$ cat src/rtl/alu_exec_ctrl.sv
// Command sequencer in front of a combinational 16-bit ADD/AND/NOT ALU:
// fetches operands from an 8-entry register file, writes the result back, updates NZP.
module alu_exec_ctrl #(
    parameter int DATA_SIZE = 16
) (
    input  logic                 clk,
    input  logic                 rst_n,
    input  logic                 cmd_valid,
    output logic                 cmd_ready,
    input  logic [1:0]           cmd_op,
    input  logic [2:0]           cmd_dr,
    input  logic [2:0]           cmd_sr1,
    input  logic [2:0]           cmd_sr2,
    input  logic                 cmd_imm_en,
    input  logic [4:0]           cmd_imm5,
    input  logic                 ld_en,
    input  logic [2:0]           ld_addr,
    input  logic [DATA_SIZE-1:0] ld_data,
    output logic [DATA_SIZE-1:0] alu_op_a,
    output logic [DATA_SIZE-1:0] alu_op_b,
    output logic [1:0]           alu_aluk,
    input  logic [DATA_SIZE-1:0] alu_y,
    input  logic                 alu_cyo,
    output logic                 rsp_valid,
    input  logic                 rsp_ready,
    output logic [DATA_SIZE-1:0] rsp_data,
    output logic                 rsp_cy,
    output logic [2:0]           nzp
);

    typedef enum logic [1:0] {IDLE, EXEC, RESP} state_t;

    state_t                state_reg, state_next;
    logic                  accept, wb_en, rf_ld;
    logic [DATA_SIZE-1:0]  rf_reg [8];
    logic [DATA_SIZE-1:0]  op_a_reg, op_b_reg, rsp_data_reg;
    logic [1:0]            aluk_reg;
    logic [2:0]            dr_reg, nzp_reg, nzp_next;
    logic                  rsp_cy_reg;
    logic [DATA_SIZE-1:0]  imm_sext;

    assign imm_sext = {{(DATA_SIZE-5){cmd_imm5[4]}}, cmd_imm5};

    always_comb begin
        state_next = state_reg;
        accept     = 1'b0;
        wb_en      = 1'b0;
        rf_ld      = 1'b0;
        case (state_reg)
            IDLE: begin
                rf_ld = ld_en;
                if (cmd_valid) begin
                    accept     = 1'b1;
                    state_next = EXEC;
                end
            end
            EXEC: begin
                wb_en      = 1'b1;
                state_next = RESP;
            end
            RESP: begin
                if (rsp_ready) state_next = IDLE;
            end
            default: state_next = IDLE;
        endcase
    end

    always_comb begin
        nzp_next = {alu_y[DATA_SIZE-1], alu_y == '0, !alu_y[DATA_SIZE-1] && (alu_y != '0)};
    end

    always_ff @(posedge clk or negedge rst_n) begin
        if (!rst_n) begin
            state_reg <= IDLE;
        end else begin
            state_reg <= state_next;
        end
    end

    // Operands are read from the pre-edge file contents, so a same-edge load is not seen.
    always_ff @(posedge clk or negedge rst_n) begin
        if (!rst_n) begin
            op_a_reg <= '0;
            op_b_reg <= '0;
            aluk_reg <= 2'b00;
            dr_reg   <= 3'd0;
        end else if (accept) begin
            op_a_reg <= rf_reg[cmd_sr1];
            op_b_reg <= cmd_imm_en ? imm_sext : rf_reg[cmd_sr2];
            aluk_reg <= cmd_op;
            dr_reg   <= cmd_dr;
        end
    end

    always_ff @(posedge clk or negedge rst_n) begin
        if (!rst_n) begin
            rsp_data_reg <= '0;
            rsp_cy_reg   <= 1'b0;
            nzp_reg      <= 3'b010;
        end else if (wb_en) begin
            rsp_data_reg <= alu_y;
            rsp_cy_reg   <= alu_cyo;
            nzp_reg      <= nzp_next;
        end
    end

    always_ff @(posedge clk or negedge rst_n) begin
        if (!rst_n) begin
            for (int i = 0; i < 8; i++) rf_reg[i] <= '0;
        end else if (wb_en) begin
            rf_reg[dr_reg] <= alu_y;
        end else if (rf_ld) begin
            rf_reg[ld_addr] <= ld_data;
        end
    end

    assign cmd_ready = (state_reg == IDLE);
    assign rsp_valid = (state_reg == RESP);
    assign alu_op_a  = op_a_reg;
    assign alu_op_b  = op_b_reg;
    assign alu_aluk  = aluk_reg;
    assign rsp_data  = rsp_data_reg;
    assign rsp_cy    = rsp_cy_reg;
    assign nzp       = nzp_reg;

endmodule
$ cat config.mk
export PLATFORM = sky130hd
export DESIGN_NAME = alu_exec_ctrl
export DESIGN_NICKNAME = d
export VERILOG_FILES = /design/src/rtl/alu_exec_ctrl.sv
export SDC_FILE = /design/constraint.sdc
export NUM_CORES = 1
export LEC_CHECK = 0
export CORE_MARGIN = 1.5
export CORE_UTILIZATION = 28
export DETAILED_ROUTE_END_ITERATION = 8
export GPL_ROUTABILITY_DRIVEN = 0
export GPL_TIMING_DRIVEN = 0
export PLACE_DENSITY = 0.57
export SLEW_MARGIN = 20
export SYNTH_ARGS = -nofsm -noshare
export SYNTH_HDL_FRONTEND = slang
export SYNTH_SLANG_ARGS = --single-unit
$ cat constraint.sdc
create_clock -name clk -period 3.3 [get_ports clk]
set_clock_uncertainty 0.15 [all_clocks]
set_input_delay 0.495 -clock clk [delete_from_list [all_inputs] [get_ports clk]]
set_output_delay 0.495 -clock clk [all_outputs]
set_load 0.03 [all_outputs]
# After elaboration in Yosys (flattened, before gate mapping)
# Index checks and enable logic that the tools add are counted.
# classes
muxes	22
reduce_logical	9
n_lt_le_gt_ge	6
bitwise_logic	4
eq_ne	4
# ops
operator	n
$bwmux 128	2
$mux 128	2
$mux 16	7
$bmux 16 s3	2
$demux 16 s3	2
$ge 4x4->1 const B	4
$logic_not 16->1	1
$not 3->4	4
$reduce_bool 16->1	1
$lt 4x1->1 const B	2
$pmux 2 s3	1
$mux 1	4
$mux 2	2
$logic_and 1x1->1	3
$eq 2x1->1 const B	1
$eq 2x2->1 const B	1
$logic_not 2->1	1
$ne 2x1->1 const B	1
$ne 2x2->1 const B	1
$reduce_and 2->1	1
$reduce_bool 2->1	1
$logic_not 1->1	1
# totals
ff_bits	187
output_inout_bits	56
word_cells	61
in_bits	58

# Longest topological paths before layout
# Gate-level depths: netlist (run 1).
# logic_depth
ltp_word	8
ltp_mapped	8
mapped_depth_nobuf	5

# Worst setup path after synthesis (run 1)
# No wires, ideal clock.
# synth_timing
path_kind	register to register
from	reg state_reg[1]
to	reg rf_reg[117] (netlist bit)
synth_period_minus_slack_ns	2.246
setup_time_ns	0.123
path_slack_ns	1.054
stages_incl_launch_ff	7
n_path_buf	2
arrival_ns	1.973
required_ns	3.027
cell_sequence	dfrtp_1 -> buf_2 -> nor2_1 -> nand4b_1 -> clkbuf_1 -> o21ai_1 -> a2bb2oi_2
# synth_between
elab_chain_len	3
word_cells_on_any_way	6
classes_between	eq/ne (1); mux (3); reduce/logical (2)
# synth_rtl
element	line_no	rtl
start, declared	33	state_t state_reg, state_next;
start signal, assigned	76	state_reg <= state_next;
$logic_not 2->1	--	
via cmd_ready	9	output logic cmd_ready,
$mux 1	49	case (state_reg)
$reduce_bool 2->1 (no source line)	--	
end signal, assigned by index	111	rf_reg[dr_reg] <= alu_y;
end signal, assigned by index	113	rf_reg[ld_addr] <= ld_data;
end, declared	35	logic [DATA_SIZE-1:0] rf_reg [8];
# The timed path passes the listed nets, and every way through them passes these cells.
# A chain may end at the register's enable or synchronous reset.

# Worst setup path after layout (run 1)
# layout_timing
from	in cmd_sr2[2]
to	reg op_b_reg[12], in the netlist alu_op_b[12]
# layout_between
elab_chain_len	5
# layout_rtl
element	line_no	rtl
start, declared	13	input logic [2:0] cmd_sr2,
$not 3->4 (not written as such)	89	op_b_reg <= cmd_imm_en ? imm_sext : rf_reg[cmd_sr2];
$bmux 16 s3	89	
$mux 16 (not written as such) (2 in series)	89	
$mux 16	89	
end signal, assigned	89	
end, declared	36	logic [DATA_SIZE-1:0] op_a_reg, op_b_reg, rsp_data_reg;
# No other way between the ends. The select of a mux whose other input is x is not followed.

==> flow_summary.ini, run 1 <==
[grt]
grt_first_pass_wirelength_um = 62980
track_usage = 0.2205
gr-total-overflow = 0
antenna_found_initial = 0
grt_pass1_vias = 9421
grt_start_max_net_pins = 94

[die]
die-height_um = 199.8
row_count = 71
io-pin-count = 114
die_x_um = 199.8
start_util = 0.2858
core_um2 = 37930
die_area_um2 = 39910

[power]
vdd_drop_max_v = 0.0004045
p_switching_mw = 4.574
pwr-share-clk = 0.195
p_total_mw = 10.91
powerDensity_nw_per_um2 = 825.1
p_seq_frac = 0.349
switching_share = 0.4191
p_leak_nw = 5.471
p_int_mw = 6.340
p_comb_frac = 0.456

[placed_design]
dp_cells = 1625
hpwl_um = 29920
port-buffer-count = 108
placed_area_um2 = 12620

[critical_path]
crit_path_frequent_cell = clkbuf_1
cp_slowest_cell = clkbuf_1
reg2reg_to = rf_reg[92]
cp_cell_sequence = clkdlybuf4s50_1, nand2b_1, clkbuf_1, clkbuf_1, o22ai_1, nor3_1, o22a_1
endpoint_kind = register
cp_max_fo = 10
max_stage_delay_ps = 750
required_ps = 3540
r2r_start = state_reg[1]
path_buf_inv = 3
r2r_slack_ps = 220
critical_path_depth = 7
reg2reg_depth = 7
crit_arrival_ps = 3470
path_class = in2reg
cp-start-kind = input port
path_delay_family = buffers and inverters

[synthesis]
yosysTopAreaCell = dfrtp_1
synth_top_area_share = 0.4270
ys.flop_type = dfrtp_1
ys_top_cells_by_area = dfrtp_1 43%, mux2_2 14%, mux4_2 9.1%, o22ai_1 7.4%, nand2_1 4.9%
ys_warn_count = 0
netlist_area_um2 = 10840
netlist_instances = 1004
synth-seq-cells = 186
syn_area_per_cell_um2 = 10.80
synth_seq_area_share = 0.4294
synth-edff-count = 0
synthDistinctLibCells = 45
syn_nets = 1062
ys_async_sr_fraction = 1.000

[detailed_routing]
vias = 9456
wl_per_cell_um = 25.93
wirelength_um = 42990
postRouteAntennaNets = 0
drc = 0
dr.pass1.iters = 5
vias_per_cell = 5.703
drt-initial-drc-count = 1062

[timing]
post-route-period-util = 0.9790
max_freq_mhz = 309.5
fin_crit_ps = 3231
final_hold_viol_count = 0
slew_viol_final = 0
rsz0062_at_grt = no
setup_viol = 0
relSlewSlack = 0.2095
tightest_slew_ps = 1186

[status]
outcome = completed

[clock_tree]
tritoncts = done
clock_latency_ps = 460
cts.root.buffer_cell = clkbuf_16
cts.sinks = 186
cts_max_level = 4
post_cts_buffers = 0
clk_pin_slew_ps = 80
cts.path.max_buffers = 2
cts_buffers = 17

[layout]
drive_above_1_share = 0.2363
final_common_cell = dfrtp_1
fin_nets = 1192
postLayoutCellArea_um2 = 13230
final_cell_mix = 185 x dfrtp_1, 141 x nand2_1, 137 x mux2_2
area_delta_synth_final_pct = 21.99
largest_reg_flops = 128
layout.cells.non_filler = 1658
insertedDiodeCount = 0

[hold_path]
hold_class = in2async

[job]
cap_violations = 0
## metal layers
| layer | share of wire | track usage | vias up | wire length, um |
|---|---|---|---|---|
| li1 | - | - | 4008 | - |
| met3 | 0.093 | 0.05057 | 111 | 3978 |
| met5 | 0 | 0 | - | 0 |
| met1 | 0.43 | 0.3029 | 4782 | 18350 |
| met2 | 0.45 | 0.3400 | 555 | 19330 |
| met4 | 0.031 | 0.07769 | 0 | 1330 |
## cells by family (layout without fill, tap and decap cells)
group / Yosys count / after routing / synth area share
buffers and inverters: 93 / 236 / 0.03993
DFF: 186 / 186 / 0.4294
and+or+nand+nor: 303 / 303 / 0.1347
muxes: 213 / 213 / 0.2640
AOI/OAI and AO/OA: 209 / 209 / 0.1320
## cell type report
cell class | count | area [um^2]
buffer | 91 | 426.7
clock buffer | 17 | 425.4
clock inverter | 15 | 167.7
fill | 3851 | 24700
inverter | 2 | 7.507
multi-input combinational | 725 | 5754
sequential | 186 | 4656
tap | 511 | 639.4
timing repair buffer | 111 | 1151
## power groups by stage
| stage | combinational (mW) | clock [mW] | sequential [mW] |
|---|---|---|---|
| final | 4.98 | 2.13 | 3.80 |
| after global routing | 5.27 | 2.24 | 3.91 |
| after CTS | 4.95 | 2.16 | 3.79 |
| after detailed placement | 4.94 | 0 | 3.83 |
| after global placement | 4.86 | 0 | 3.80 |
| after floorplan | 2.56 | 0 | 4.24 |
## worst max path at each step
stage / to / startpoint / slack [ps]
finish: alu_op_b[12] / cmd_sr2[2] / 70
global route: alu_op_b[13] / cmd_sr2[2] / 30
CTS: alu_op_b[11] / cmd_sr2[2] / 230
detailed placement: alu_op_b[11] / cmd_sr2[2] / -240
global placement: alu_op_b[10] / rst_n / -6760
floorplan: rf_reg[117] / state_reg[1] / 1050
## synthesized netlist by cell type, drive strengths merged (25+ instances only)
library cell	n
nand2b	54
o21ai	33
nand2	142
o22ai	128
mux2i	25
clkbuf	55
nand3	30
nor2	28
dfrtp	185
mux4	44
mux2	144
buf	36
## metrics by stage
| step | hold WS, ps | setup slack (ps) | TNS [ps] | util |
|---|---|---|---|---|
| 2_1_floorplan | 49.41 | 1054 | 0 | - |
| 3_3_place_gp | 310.9 | -6755 | -1252480 | 0.3312 |
| 3_5_place_dp | 168.1 | -236.5 | -2681 | 0.3328 |
| 4_1_cts | 276.9 | 231.4 | 0 | 0.3487 |
| 5_1_grt | 298.2 | 34.37 | 0 | 0.3487 |
| 6_report | 287.8 | 69.35 | 0 | 0.3487 |
## repair_timing
action / in CTS / in global routing
gates resized for setup: 0 / 0
hold endpoints to repair: 15 / 0
hold buffers: 1 / 0
No activity file was read; power rests on OpenSTA's default activity.
==> run 2, diff against run 1 <==
- TNS_END_PERCENT: unset -> 50
==> results of run 2 <==
The final DEF is identical to that of run 1; final timing and power are the same.
==> run 3, diff against run 2 <==
- CTS_CLUSTER_SIZE: unset -> 30
==> results of run 3 <==
The final DEF is identical to that of run 1; final timing and power are the same.
